[config.mk]
export PLATFORM = sky130hd
export DESIGN_NAME = mult_accumulator_8b
export DESIGN_NICKNAME = d
export VERILOG_FILES = /design/src/rtl/mult_accumulator_8b.sv
export SDC_FILE = /design/constraint.sdc
export NUM_CORES = 1
export LEC_CHECK = 0
export ABC_AREA = 1
export CAP_MARGIN = 10
export CORE_MARGIN = 3
export CORE_UTILIZATION = 50
export CTS_BUF_LIST = sky130_fd_sc_hd__clkbuf_4
export CTS_CLUSTER_DIAMETER = 100
export DETAILED_ROUTE_END_ITERATION = 10
export PLACE_DENSITY = 0.78
export SETUP_SLACK_MARGIN = 0.05
export SLEW_MARGIN = 20
export SYNTH_ARGS = -nofsm -noshare
export SYNTH_HDL_FRONTEND = slang
export SYNTH_SLANG_ARGS = --single-unit
[constraint.sdc]
create_clock -name clk -period 2.8 [get_ports clk]
set_clock_uncertainty 0.05 [all_clocks]
set_input_delay 0.84 -clock clk [delete_from_list [all_inputs] [get_ports clk]]
set_output_delay 0.84 -clock clk [all_outputs]
set_load 0.01 [all_outputs]
[src/rtl/mult_accumulator_8b.sv]
// Multiply-accumulate back end: sums a batch of num_terms unsigned 8-bit products
// taken over a valid/ready handshake, pulses done, holds result and sticky overflow.
module mult_accumulator_8b #(
    parameter int ACC_WIDTH = 12,
    parameter int NT_WIDTH  = 5
) (
    input  logic                 clk,
    input  logic                 rst_n,
    input  logic                 start,
    input  logic [NT_WIDTH-1:0]  num_terms,
    input  logic [7:0]           product,
    input  logic                 prod_valid,
    output logic                 prod_ready,
    output logic                 busy,
    output logic                 done,
    output logic [ACC_WIDTH-1:0] acc_result,
    output logic                 overflow
);

    typedef enum logic [1:0] {IDLE, ACCUM, DONE} state_t;

    state_t               state, state_nxt;
    logic [NT_WIDTH-1:0]  count, terms;
    logic                 hs;
    logic                 last;
    logic [ACC_WIDTH:0]   sum;

    // Handshake qualifiers decode purely from state; no path from prod_valid to prod_ready.
    assign prod_ready = (state == ACCUM);
    assign busy       = (state != IDLE);
    assign done       = (state == DONE);

    assign hs   = prod_valid & prod_ready;
    assign last = (count == terms - NT_WIDTH'(1));
    assign sum  = {1'b0, acc_result} + {{(ACC_WIDTH-7){1'b0}}, product};

    always_ff @(posedge clk or negedge rst_n) begin
        if (!rst_n) state <= IDLE;
        else        state <= state_nxt;
    end

    always_comb begin
        state_nxt = state;
        case (state)
            IDLE:    if (start) state_nxt = (num_terms == '0) ? DONE : ACCUM;
            ACCUM:   if (hs && last) state_nxt = DONE;
            DONE:    state_nxt = IDLE;
            default: state_nxt = IDLE;
        endcase
    end

    always_ff @(posedge clk or negedge rst_n) begin
        if (!rst_n) begin
            acc_result <= '0;
            count      <= '0;
            terms      <= '0;
            overflow   <= 1'b0;
        end else if (state == IDLE && start) begin
            acc_result <= '0;
            count      <= '0;
            terms      <= num_terms;
            overflow   <= 1'b0;
        end else if (hs) begin
            // Carry out of the ACC_WIDTH-bit add marks wrap-around until the next batch.
            acc_result <= sum[ACC_WIDTH-1:0];
            count      <= count + NT_WIDTH'(1);
            if (sum[ACC_WIDTH]) overflow <= 1'b1;
        end
    end

endmodule

==> load_flow_metrics.sql <==
INSERT INTO impl_metrics (metric_group, metric, value, unit) VALUES
('clocking', 'tritoncts', 'yes', ''),
('logic_synthesis', 'ys_ff_latch', '25', ''),
('logic_synthesis', 'yosysSeqAreaShare', '37.74', '%'),
('clocking', 'post_cts.resized_instances', '0', ''),
('setup_path', 'critical_path.cell_chain', 'clkdlybuf4s50_1, ha_1, inv_1, fa_1, o21ai_2, nand2_1, nand2_1, nand2_1, nand2_1, nand2_1, nor2_1', ''),
('setup_path', 'crit_slowest_cell', 'sky130_fd_sc_hd__clkdlybuf4s50_1', ''),
('sta', 'setup-violations-final', '0', ''),
('logic_synthesis', 'mean_instance_size_in_the_synthesized_netlist', '7.177', 'um2'),
('logic_synthesis', 'synthTopCellsByCount', 'sky130_fd_sc_hd__nand2_1 (74), sky130_fd_sc_hd__inv_1 (28), sky130_fd_sc_hd__dfrtp_1 (25), sky130_fd_sc_hd__nor2_1 (25)', ''),
('sta', 'max_slew_margin', '77.69', '%'),
('sta', 'fmax', '0.4080', 'GHz'),
('die', 'die_area', '4042', 'um2'),
('logic_synthesis', 'ys.flop_type', 'sky130_fd_sc_hd__dfrtp_1', ''),
('die', 'fp.dieH', '63.58', 'um'),
('sta', 'final_period_minus_worst_setup_slack', '2451', 'ps'),
('setup_path', 'crit_path_max_fanout', '4', ''),
('clocking', 'cts_buffers', '3', ''),
('sta', 'worstMarginPinSlew', '334.7', 'ps'),
('routing', 'route.detailed.drc', '0', ''),
('setup_path', 'critPathRequiredTime', '3030', 'ps'),
('sta', 'rsz0062_at_grt', 'no', ''),
('job', 'max_cap_violations', '0', ''),
('sta', 'timing_hold_violations_final', '0', ''),
('finish', 'instances_no_fill', '311', ''),
('placement', 'dpl-instance-area', '2032', 'um2'),
('logic_synthesis', 'synth-async-reset-ratio', '100.0', '%'),
('placement', 'io_buffers', '32', ''),
('clocking', 'cts_max_level', '1', ''),
('clocking', 'post-cts-setup-buffer-count', '0', ''),
('setup_path', 'critical-path-max-stage-delay', '470', 'ps'),
('pwr', 'power.density', '866.1', 'nW/um2'),
('worst_hold_path', 'hold_path_class', 'flip-flop to flip-flop', ''),
('logic_synthesis', 'most_instantiated_library_cell_after_synthesis', 'sky130_fd_sc_hd__nand2_1', ''),
('logic_synthesis', 'synth.lib_cells_used.distinct', '26', ''),
('global_route', 'grt_pass1_vias', '1463', ''),
('setup_path', 'cpMostUsedCell', 'sky130_fd_sc_hd__nand2_1', ''),
('global_route', 'grt_pass1_wl', '6189', 'um'),
('setup_path', 'critPathTopFamily', 'adder cells', ''),
('finish', 'antennaDiodeCount', '0', ''),
('clocking', 'sinks_on_the_clock_net', '25', ''),
('clocking', 'cts_root_buffer', 'sky130_fd_sc_hd__clkbuf_4', ''),
('global_route', 'global_route.overflow_total', '0', ''),
('setup_path', 'timing.critical_path.arrival', '2690', 'ps'),
('finish', 'layout-drive-gt1-share', '7.116', '%'),
('status', 'run_status', 'complete, no violations', ''),
('finish', 'finish.net_count', '296', ''),
('die', 'pin_count', '33', ''),
('sta', 'fin_ws', '349.3', 'ps'),
('routing', 'via_count', '1496', ''),
('setup_path', 'critical_path.startpoint_type', 'input port', ''),
('die', 'start_util', '53.43', '%'),
('pwr', 'p_leak', '1.067', 'nW'),
('setup_path', 'path_class', 'input port to flip-flop', ''),
('logic_synthesis', 'post_synth_inst_count', '231', ''),
('clocking', 'cts.clk_slew.worst_paths', '150', 'ps'),
('finish', 'syn_to_final_growth', '24.38', '%'),
('finish', 'final.fill_count', '294', ''),
('logic_synthesis', 'postSynthNetCount', '259', ''),
('setup_path', 'setup_crit_end_kind', 'flip-flop', ''),
('pwr', 'ir_drop', '0.0003526', 'V'),
('placement', 'post-place-ws', '8.144', 'ps'),
('clocking', 'hold_buffers', '0', ''),
('logic_synthesis', 'synthDominantCellAreaShare', '37.74', '%'),
('logic_synthesis', 'post-synth-top-area-cell', 'sky130_fd_sc_hd__dfrtp_1', ''),
('logic_synthesis', 'syn_area', '1658', 'um2'),
('clocking', 'clk-insertion-delay-late', '330', 'ps'),
('placement', 'detailedPlacementHpwl', '2611', 'um'),
('sta', 'tns', '0', 'ps'),
('logic_synthesis', 'ys_top_cells_by_area', 'sky130_fd_sc_hd__dfrtp_1 (38%), sky130_fd_sc_hd__nand2_1 (17%), sky130_fd_sc_hd__ha_1 (7.5%)', ''),
('finish', 'final_util', '66.45', '%'),
('logic_synthesis', 'yosysWarnings', '0', '');
[power breakdown]
part           internal (W)  switching [W]
clock             0.0000656       0.000116
combinational      0.000439       0.000574
sequential         0.000481       0.000110
total              0.000986       0.000800
[worst paths after layout]
check / cells after the start / to / slack [ps] / start
max: 11 / acc_result[10]$_DFFE_PN0P_ / 350 / product[0]
max in group asynchronous: 2 / count[2]$_DFFE_PN0P_ / 1640 / rst_n
min in group asynchronous: 2 / acc_result[1]$_DFFE_PN0P_ / 810 / rst_n
min reg2reg: 2 / acc_result[7]$_DFFE_PN0P_ / 480 / acc_result[7]$_DFFE_PN0P_
min: 2 / acc_result[7]$_DFFE_PN0P_ / 480 / acc_result[7]$_DFFE_PN0P_
max reg2reg: 10 / acc_result[10]$_DFFE_PN0P_ / 900 / acc_result[0]$_DFFE_PN0P_
[cell families after synthesis]
kind of cell	after synthesis	share of synthesized area (%)
AOI/OAI and AO/OA	31	10.42
adders and majority gates	11	8.755
DFF	25	37.74
and+or+nand+nor	125	32.23
buffers and inverters	34	8.226
xor gates and xnor gates	5	2.641
[sequential cells by signal, indices dropped and copies added, names as in the netlist]
name and flops:
state 2, count 5, overflow 1, acc_result 12, terms 5
[worst min-delay path, cell delays in order, from the launching register on]
cell	delay [ps]
sky130_fd_sc_hd__dfrtp_1	400
sky130_fd_sc_hd__nand2_1	60
sky130_fd_sc_hd__nand2_1	60
[metal layers]
| layer | GRT usage (%) | part of all wire (%) | up-vias |
|---|---|---|---|
| li1 | - | - | 798 |
| met1 | 26.55 | 50 | 660 |
| met2 | 29.34 | 43 | 33 |
| met3 | 3.030 | 4.5 | 5 |
| met4 | 8.895 | 1.9 | 0 |
| met5 | 0 | 0 | - |
[layout make-up]
cell class	count	area, um2	share of cell area (%)
multi-input cells	172	895.9	43.45
well taps	44	55.05	2.670
flip-flops and latches	25	625.6	30.34
clock buffers	4	30.03	1.456
inverters	32	120.1	5.825
repair buffers	34	335.3	16.26
[placed cells by master, fill, tap and decap left out]
cell / synthesis / final
sky130_fd_sc_hd__nand2_1: 74 / 74
sky130_fd_sc_hd__clkdlybuf4s50_1: 0 / 32
sky130_fd_sc_hd__inv_1: 28 / 28
sky130_fd_sc_hd__nor2_1: 25 / 25
sky130_fd_sc_hd__dfrtp_1: 25 / 25
sky130_fd_sc_hd__nand3_1: 14 / 14
sky130_fd_sc_hd__o21ai_0: 14 / 14
sky130_fd_sc_hd__a21oi_1: 10 / 10
sky130_fd_sc_hd__ha_1: 10 / 10
sky130_fd_sc_hd__nor2_2: 5 / 5
sky130_fd_sc_hd__inv_2: 4 / 4
sky130_fd_sc_hd__xor2_1: 4 / 4
sky130_fd_sc_hd__clkbuf_4: 0 / 4
sky130_fd_sc_hd__nor3_1: 3 / 3
sky130_fd_sc_hd__a22o_1: 2 / 2
sky130_fd_sc_hd__buf_4: 0 / 2
sky130_fd_sc_hd__nor2_4: 1 / 1
sky130_fd_sc_hd__o21ai_2: 1 / 1
sky130_fd_sc_hd__a21o_1: 1 / 1
sky130_fd_sc_hd__nand2_4: 1 / 1
sky130_fd_sc_hd__a21boi_0: 1 / 1
sky130_fd_sc_hd__xnor2_1: 1 / 1
sky130_fd_sc_hd__nor3_4: 1 / 1
sky130_fd_sc_hd__o21ai_1: 1 / 1
sky130_fd_sc_hd__nand3b_1: 1 / 1
sky130_fd_sc_hd__o22ai_1: 1 / 1
sky130_fd_sc_hd__fa_1: 1 / 1
[per-stage QoR]
stage / power [W] / hold slack, ps
after floorplan: 0.001282 / 444.9
after global placement: 0.001589 / 444.0
after detailed placement: 0.001614 / 453.3
after CTS: 0.001799 / 489.3
after global routing: 0.001962 / 517.6
final: 0.001786 / 482.3
Note: power is estimated with default switching activity, not from simulation.
